[src/rtl/hazard_unit.sv]
// ---------------------------------------------------------------------------
// hazard_unit
//
// Load-use hazard detector for the ID stage of the 5-stage MIPS pipeline
// (R-type, lw, sw, beq). It keeps a small shadow of the ID/EX register
// (valid, memRead, rt) so it can spot an instruction in ID that reads the
// destination of a load sitting in EX. It also applies the branch flush and
// counts stall and flush cycles in saturating debug counters.
//
// Ports
//   clk          in   pipeline clock, rising edge
//   reset        in   synchronous, active-high
//   idValid      in   IF/ID holds a real instruction (not a bubble)
//   idOpCode     in   [5:0] opcode of the instruction in ID
//   idRs         in   [4:0] rs field of the instruction in ID
//   idRt         in   [4:0] rt field of the instruction in ID
//   branchTaken  in   beq resolved taken this cycle (MEM stage)
//   stallSignal  out  zero the control word going into ID/EX (bubble)
//   pcWrite      out  PC update enable
//   ifidWrite    out  IF/ID write enable
//   flush        out  clear IF/ID, ID/EX and EX/MEM this cycle
//   stallCount   out  [CNT_W-1:0] load-use stall cycles, saturating
//   flushCount   out  [CNT_W-1:0] flush cycles, saturating
// ---------------------------------------------------------------------------
module hazard_unit #(
    parameter int CNT_W = 16
) (
    input  logic             clk,
    input  logic             reset,
    input  logic             idValid,
    input  logic [5:0]       idOpCode,
    input  logic [4:0]       idRs,
    input  logic [4:0]       idRt,
    input  logic             branchTaken,
    output logic             stallSignal,
    output logic             pcWrite,
    output logic             ifidWrite,
    output logic             flush,
    output logic [CNT_W-1:0] stallCount,
    output logic [CNT_W-1:0] flushCount
);

    localparam logic [5:0] OP_RTYPE = 6'd0;
    localparam logic [5:0] OP_SW    = 6'd43;
    localparam logic [5:0] OP_BEQ   = 6'd4;

    logic             r_exValid;
    logic             r_exMemRead;
    logic [4:0]       r_exRt;
    logic [CNT_W-1:0] r_stallCount;
    logic [CNT_W-1:0] r_flushCount;

    logic             w_readsRt;
    logic             w_isLoad;
    logic             w_hazard;

    // R-type, sw and beq read rt. Everything else (lw and any unknown opcode)
    // reads rs only and decodes as a load, mirroring the controller default.
    always_comb begin
        w_readsRt = (idOpCode == OP_RTYPE) || (idOpCode == OP_SW) ||
                    (idOpCode == OP_BEQ);
        w_isLoad  = !w_readsRt;
    end

    always_comb begin
        w_hazard = 1'b0;
        if (idValid && r_exValid && r_exMemRead && (r_exRt != 5'd0)) begin
            w_hazard = (r_exRt == idRs) || (w_readsRt && (r_exRt == idRt));
        end
    end

    // Branch flush squashes the ID instruction, so it overrides a stall.
    // Under reset the pipeline runs freely with no flush or stall.
    always_comb begin
        stallSignal = 1'b0;
        pcWrite     = 1'b1;
        ifidWrite   = 1'b1;
        flush       = 1'b0;
        if (!reset) begin
            if (branchTaken) begin
                flush = 1'b1;
            end else if (w_hazard) begin
                stallSignal = 1'b1;
                pcWrite     = 1'b0;
                ifidWrite   = 1'b0;
            end
        end
    end

    // ID/EX shadow. A bubble clears valid/memRead; rt is left as-is since it
    // is only consulted while memRead is set.
    always_ff @(posedge clk) begin
        if (reset) begin
            r_exValid   <= 1'b0;
            r_exMemRead <= 1'b0;
            r_exRt      <= 5'd0;
        end else if (flush || stallSignal) begin
            r_exValid   <= 1'b0;
            r_exMemRead <= 1'b0;
        end else begin
            r_exValid   <= idValid;
            r_exMemRead <= w_isLoad;
            r_exRt      <= idRt;
        end
    end

    always_ff @(posedge clk) begin
        if (reset) begin
            r_stallCount <= '0;
            r_flushCount <= '0;
        end else begin
            if (stallSignal && (r_stallCount != '1)) begin
                r_stallCount <= r_stallCount + CNT_W'(1);
            end
            if (flush && (r_flushCount != '1)) begin
                r_flushCount <= r_flushCount + CNT_W'(1);
            end
        end
    end

    assign stallCount = r_stallCount;
    assign flushCount = r_flushCount;

endmodule

[config.mk]
export PLATFORM = sky130hd
export DESIGN_NAME = hazard_unit
export DESIGN_NICKNAME = d
export VERILOG_FILES = /design/src/rtl/hazard_unit.sv
export SDC_FILE = /design/constraint.sdc
export NUM_CORES = 1
export LEC_CHECK = 0
export ABC_AREA = 1
export BUFFER_PORTS_ARGS = -buffer_cell sky130_fd_sc_hd__clkbuf_2
export CORE_ASPECT_RATIO = 0.6
export CORE_UTILIZATION = 49
export DETAILED_ROUTE_END_ITERATION = 8
export GPL_TIMING_DRIVEN = 0
export PLACE_DENSITY = 0.82
export SYNTH_ARGS = -nofsm -noshare
export SYNTH_HDL_FRONTEND = slang
export SYNTH_SLANG_ARGS = --single-unit
[constraint.sdc]
create_clock -name clk -period 1.3 [get_ports clk]
set_input_delay 0.065 -clock clk [delete_from_list [all_inputs] [get_ports clk]]
set_output_delay 0.065 -clock clk [all_outputs]
set_load 0.02 [all_outputs]
==> results of run 1 <==
-- state kept, by name (all words and copies together) (netlist names) --
| signal | count |
|---|---|
| r_exRt | 5 |
| flushCount | 16 |
| r_exMemRead | 1 |
| stallCount | 16 |
| r_exValid | 1 |
-- worst min-delay path by stage --
stage | slack [ns] | start | to | cells after the start
final | 0.08 | idRt[3] | r_exRt[3] | 4
after global routing | 0.07 | idRt[3] | r_exRt[3] | 4
after CTS | 0.09 | idRt[3] | r_exRt[3] | 4
after detailed placement | 0.28 | idValid | r_exValid | 3
after global placement | 0.28 | idValid | r_exValid | 3
after floorplan | 0.18 | idValid | r_exValid | 2
-- layout by cell type (no fill, tap or decap), types with 4 or more instances in the layout --
master | Yosys | layout
nor3_1 | 8 | 4
buf_8 | 0 | 4
nor2_4 | 0 | 8
buf_6 | 3 | 5
nand2_2 | 7 | 11
dfxtp_4 | 0 | 9
nand2_4 | 0 | 10
xor2_1 | 5 | 5
dfxtp_2 | 0 | 21
clkbuf_2 | 0 | 52
nand4_1 | 21 | 21
xnor2_1 | 4 | 4
buf_2 | 3 | 5
inv_1 | 69 | 67
nand2_1 | 105 | 90
nor2_2 | 9 | 19
o21ai_2 | 0 | 7
clkbuf_1 | 3 | 4
inv_2 | 6 | 5
nor2_1 | 55 | 37
nand3_2 | 2 | 11
clkbuf_8 | 0 | 6
a21oi_2 | 0 | 9
dfxtp_1 | 39 | 9
nand3_1 | 32 | 20
buf_4 | 2 | 17
-- worst register-to-register path, stage by stage (launching register included) --
cell and delay [ns]:
dfxtp_2 0.36, inv_2 0.05, nand2_1 0.05, nand2_1 0.04
inv_1 0.05, nand2_1 0.06, nor2_2 0.13, nand3_2 0.08
nand2_2 0.11, buf_6 0.16, buf_8 0.14, nand3_4 0.09
nand2_1 0.09, inv_1 0.06, nor2_1 0.17
-- what timing repair did --
action,in CTS,in global routing
pin swaps,13,44
endpoints found under the setup margin,42,42
hold buffers,1,0
setup buffers,8,12
gates resized for setup,39,74
gates cloned,4,1
hold endpoints to repair,1,0
-- per-stage QoR --
stage	area [um2]	power [W]	hold WS, ns	setup slack, ns	utilization [%]
floorplan	2630	0.00142	0.177	-0.128	-
global placement	2980	0.00150	0.281	-0.237	63.1
detailed placement	2980	0.00151	0.281	-0.282	63.1
CTS	3290	0.00234	0.0851	-0.328	69.6
global route	3700	0.00253	0.0697	-0.497	78.2
finish	3700	0.00244	0.0821	-0.442	78.2
-- report_power, final --
| group | switching (W) | internal, W |
|---|---|---|
| sequential | 0.0000276 | 0.00120 |
| clock | 0.000475 | 0.000370 |
| combinational | 0.000210 | 0.000159 |
| total | 0.000713 | 0.00173 |
-- cell type report --
type | instances | area [um2]
Tap cell | 63 | 78.8
Clock buffer | 6 | 72.6
Inverter | 76 | 300
Clock inverter | 2 | 8.76
Fill cell | 300 | 1030
Buffer | 12 | 95.1
Timing Repair Buffer | 80 | 554
Multi-Input combinational cell | 281 | 1740
Timing Repair inverter | 1 | 6.26
Sequential cell | 39 | 841
-- routing by layer --
| metal | vias to the layer above | global-route usage (%) |
|---|---|---|
| li1 | 1452 | - |
| met1 | 1485 | 38.9 |
| met2 | 279 | 47.0 |
| met3 | 78 | 6.67 |
| met4 | 0 | 14.7 |
| met5 | - | 0 |
-- cells by family after synthesis --
| family | synth area share [%] |
|---|---|
| AO/OA/AOI/OAI | 4.93 |
| XOR/XNOR | 3.17 |
| adder cells (fa/ha/maj) | 1.01 |
| buffers and inverters | 14.6 |
| flip-flops | 31.4 |
| AND/OR/NAND/NOR | 44.8 |
==> results.json, run 1 <==
{
  "io_buffers": 55,
  "nNetsFinal": 518,
  "syn_avg_cell_area_um2": 6.09,
  "drc": 0,
  "cp-start-kind": "flip-flop",
  "status": "complete, but fails checks",
  "cts_tree": "done",
  "rows": 19,
  "r2r_setup_slack_ns": -0.44,
  "wl_met2_um": 4340,
  "grt_pass1_vias": 2756,
  "rsz0062_at_grt": "true",
  "cp_num_cells": 14,
  "start_util_pct": 52.6,
  "p_per_area_nw_per_um2": 661,
  "layout_setup_ws_ns": -0.442,
  "drt_iter0_markers": 365,
  "yosysUniqueCellTypes": 29,
  "ioPinCount": 56,
  "ir_drop_mv": 0.589,
  "synth_edf_count": 0,
  "m1WireLength_um": 3740,
  "fin_crit_sh_pct": 134,
  "synth_area_leader_cell": "dfxtp_1",
  "grt_max_degree": 13,
  "grt_pass1_wl_um": 12500,
  "critical_path.endpoint": "stallCount[2]",
  "synth.top_cells.by_count": "105 x nand2_1, 69 x inv_1, 55 x nor2_1",
  "cap_violations": 0,
  "wl_met3_um": 1120,
  "grtUsageTotal_pct": 29.9,
  "place_hpwl_um": 4840,
  "timing.setup.tns_ns": -11.41,
  "synth-seq-cells": 39,
  "finalHoldViolations": 0,
  "die_w_um": 94.0,
  "antenna_found_initial": 0,
  "p_leak_nw": 1.75,
  "place_congestion": 0.880,
  "startpoint": "r_exRt[1]",
  "slew_headroom_pct": 59.3,
  "hold_class": "in2reg",
  "slowest_delay_ns": 0.36,
  "place_inst": 526,
  "crit_family": "simple AND/OR/NAND/NOR gates",
  "die_area_um2": 5370,
  "reg2reg_depth": 14,
  "fp.dieH_um": 57.2,
  "crit_arrival_ns": 1.95,
  "violations": "negative setup slack",
  "synth_most_common_cell": "nand2_1",
  "drv_slew": 0,
  "instances_no_fill": 560,
  "area_growth_pct": 48.8,
  "routed-via-count": 3294,
  "coreArea_um2": 4730,
  "layout-drive-gt1-share_pct": 44.5,
  "crit_buf_inv": 5,
  "syn_nets": 430,
  "cts_buffers": 5,
  "rr_endpoint": "stallCount[2]",
  "slowest_stage": "dfxtp_2",
  "critPathMaxFanout": 6,
  "wirelength_um": 9820,
  "yosys_warnings": 0,
  "worst_slew_pin_slew_ns": 0.611,
  "clock_sinks": 39,
  "synth_area_um2": 2490,
  "max_freq_ghz": 0.574,
  "clk_path_buf_depth": 2,
  "cpMostUsedCell": "nand2_1",
  "clock_latency_ns": 0.31,
  "path_class": "reg2reg",
  "async_reset_ff_share_pct": 0,
  "gr-total-overflow": 0,
  "diodes": 0,
  "endpoint_kind": "flip-flop",
  "synth_top_area_share_pct": 31.4,
  "r2r_start": "r_exRt[1]",
  "h-tree-depth": 2,
  "firstDrtPassIters": 7,
  "top_layer_used": "met4",
  "root_buffer": "clkbuf_8",
  "skew_ns": 0.0118,
  "syn_inst": 408,
  "ant_nets": 0,
  "post-route-min-period_ns": 1.74,
  "via_per_inst": 5.88,
  "wl_per_cell_um": 17.5,
  "synthTopCellsByArea": "dfxtp_1 31%, nand2_1 16%, inv_1 10%, nor2_1 8.3%, nand3_1 6.4%",
  "synth-main-ff-cell": "dfxtp_1",
  "setup_violations": 42,
  "clk_pin_slew_worst_paths_ns": 0.08,
  "cp.required_ns": 1.51,
  "cp_cell_sequence": "inv_2, nand2_1, nand2_1, inv_1, nand2_1, nor2_2, nand3_2, nand2_2, buf_6, buf_8, nand3_4, nand2_1, inv_1, nor2_1",
  "seq_area_frac_synth_pct": 31.4
}
Power figures use the tool's default switching activity.
==> run 2, diff against run 1 <==
- CTS_BUF_LIST: unset -> sky130_fd_sc_hd__clkbuf_16
==> results.json, run 2 (synthesized netlist as in run 1, its figures left out) <==
{
  "grt_pass1_vias": 2831,
  "cp-start-kind": "flip-flop",
  "r2r_start": "stallCount[1]",
  "rr_endpoint": "stallCount[4]",
  "clk_path_buf_depth": 2,
  "slowest_delay_ns": 0.39,
  "io_buffers": 55,
  "routed-via-count": 3368,
  "max_freq_ghz": 0.582,
  "wl_per_cell_um": 18.2,
  "cp_num_cells": 9,
  "firstDrtPassIters": 7,
  "hp-start": "idRt[1]",
  "met1_usage_pct": 39.6,
  "coreArea_um2": 4730,
  "post-route-util_pct": 81.1,
  "crit_buf_inv": 1,
  "ant_nets": 0,
  "gr-max-usage-layer": "met2",
  "via_per_inst": 5.94,
  "reg2reg_depth": 9,
  "timing.setup.tns_ns": -12.65,
  "ir_drop_mv": 1.05,
  "setup_violations": 42,
  "fp.dieH_um": 57.2,
  "gr-total-overflow": 0,
  "wirelength_um": 10300,
  "violations": "negative setup slack",
  "layout-drive-gt1-share_pct": 47.0,
  "drt_iter0_markers": 411,
  "die_area_um2": 5370,
  "place_hpwl_um": 4840,
  "place_congestion": 0.880,
  "finalHoldViolations": 0,
  "drv_slew": 0,
  "antenna_found_initial": 0,
  "path_class": "reg2reg",
  "crit_family": "simple AND/OR/NAND/NOR gates",
  "root_buffer": "clkbuf_16",
  "p_per_area_nw_per_um2": 747,
  "rsz0062_at_grt": "true",
  "endpoint_kind": "flip-flop",
  "start_util_pct": 52.6,
  "grt_use_met3_pct": 7.87,
  "place_inst": 526,
  "design_area_um2": 3840,
  "layout_setup_ws_ns": -0.419,
  "p_leak_nw": 1.80,
  "slew_headroom_pct": 60.3,
  "post-route-min-period_ns": 1.72,
  "cts_tree": "done",
  "rows": 19,
  "h-tree-depth": 2,
  "die_w_um": 94.0,
  "critPathMaxFanout": 7,
  "grtUsageTotal_pct": 30.6,
  "worst_slew_pin_slew_ns": 0.595,
  "slowest_stage": "dfxtp_4",
  "pre_cts_ws_ns": -0.282,
  "cap_violations": 0,
  "mostFrequentLayoutCells": "83 x nand2_1, 67 x inv_1, 52 x clkbuf_2",
  "crit_arrival_ns": 1.93,
  "clk_pin_slew_worst_paths_ns": 0.07,
  "drc": 0,
  "grt_pass1_wl_um": 12800,
  "clock_latency_ns": 0.30,
  "layout_commonest_cell": "nand2_1",
  "nNetsFinal": 525,
  "min_to": "r_exRt[1]",
  "placed_area_um2": 2980,
  "fin_crit_sh_pct": 132,
  "area_growth_pct": 54.4,
  "cp_cell_sequence": "ha_4, nand2_4, nor2_4, nand4_4, inv_4, nor2_2, nand4_1, nand2_1, nor2_1",
  "grt_max_degree": 13,
  "skew_ns": 0.0110,
  "ioPinCount": 56,
  "hold_class": "in2reg",
  "cts_buffers": 5,
  "grt.met2_usage_pct": 48.1,
  "cp.required_ns": 1.51,
  "nFillCells": 271,
  "clock_sinks": 39,
  "r2r_setup_slack_ns": -0.42,
  "hold_path_depth": 4,
  "diodes": 0,
  "instances_no_fill": 567,
  "status": "complete, but fails checks"
}
run 2: cell count changes in the layout (fill, tap and decap cells not counted), moves of 3 or more:
cell / change
buf_6: +5
clkbuf_8: -6
nand2_1: -7
dfxtp_2: +3
nand2_2: +7
clkbuf_16: +5
buf_4: +5
run 2: stage by stage:
stage / hold WS (ns) / power [W]
final: 0.0968 / 0.00287
after global routing: 0.137 / 0.00292
after CTS: 0.0987 / 0.00271
after detailed placement: 0.281 / 0.00151
after global placement: 0.281 / 0.00150
after floorplan: 0.177 / 0.00142
run 2: how the worst max path moves through the flow:
stage | endpoint | start | slack [ns]
5_1_grt | stallCount[3] | r_exRt[1] | -0.48
2_1_floorplan | flushCount[0] | flushCount[1] | -0.13
3_3_place_gp | stallCount[6] | r_exRt[4] | -0.24
4_1_cts | pcWrite | r_exRt[1] | -0.31
3_5_place_dp | stallCount[3] | r_exRt[4] | -0.28
6_report | stallCount[4] | stallCount[1] | -0.42
run 2: power breakdown:
group	internal (W)	switching [W]
clock network	0.000696	0.000553
logic	0.000168	0.000221
registers	0.00120	0.0000241
run 2: area by class of cell:
class                           count  area, um2  share of cell area [%]
Clock inverter                      3       12.5                   0.326
Clock buffer                        5        125                    3.26
Timing Repair inverter              1       3.75                  0.0978
Tap cell                           63       78.8                    2.05
Multi-Input combinational cell    281       1780                    46.3
Sequential cell                    39        837                    21.8
Inverter                           76        303                    7.89
Buffer                             12       95.1                    2.48
Timing Repair Buffer               87        604                    15.7
run 2: timing repair:
item | 4_1_cts | 5_1_grt
setup buffers | 8 | 19
gates cloned | 4 | 1
resized for setup | 43 | 84
hold buffers | 1 | 0
endpoints found under the hold margin | 1 | 0
pin swaps | 14 | 49
endpoints found under the setup margin | 42 | 42
run 2: per-layer routing:
| metal | vias up | part of all wire (%) |
|---|---|---|
| met1 | 1488 | 37 |
| met5 | - | 0 |
| met3 | 99 | 12 |
| met4 | 0 | 7.5 |
| met2 | 309 | 43 |
| li1 | 1472 | - |
run 2: worst min-delay path, cell delays in order:
cell,delay (ns)
clkbuf_2,0.10
nand3b_1,0.10
nand2_1,0.05
inv_1,0.04
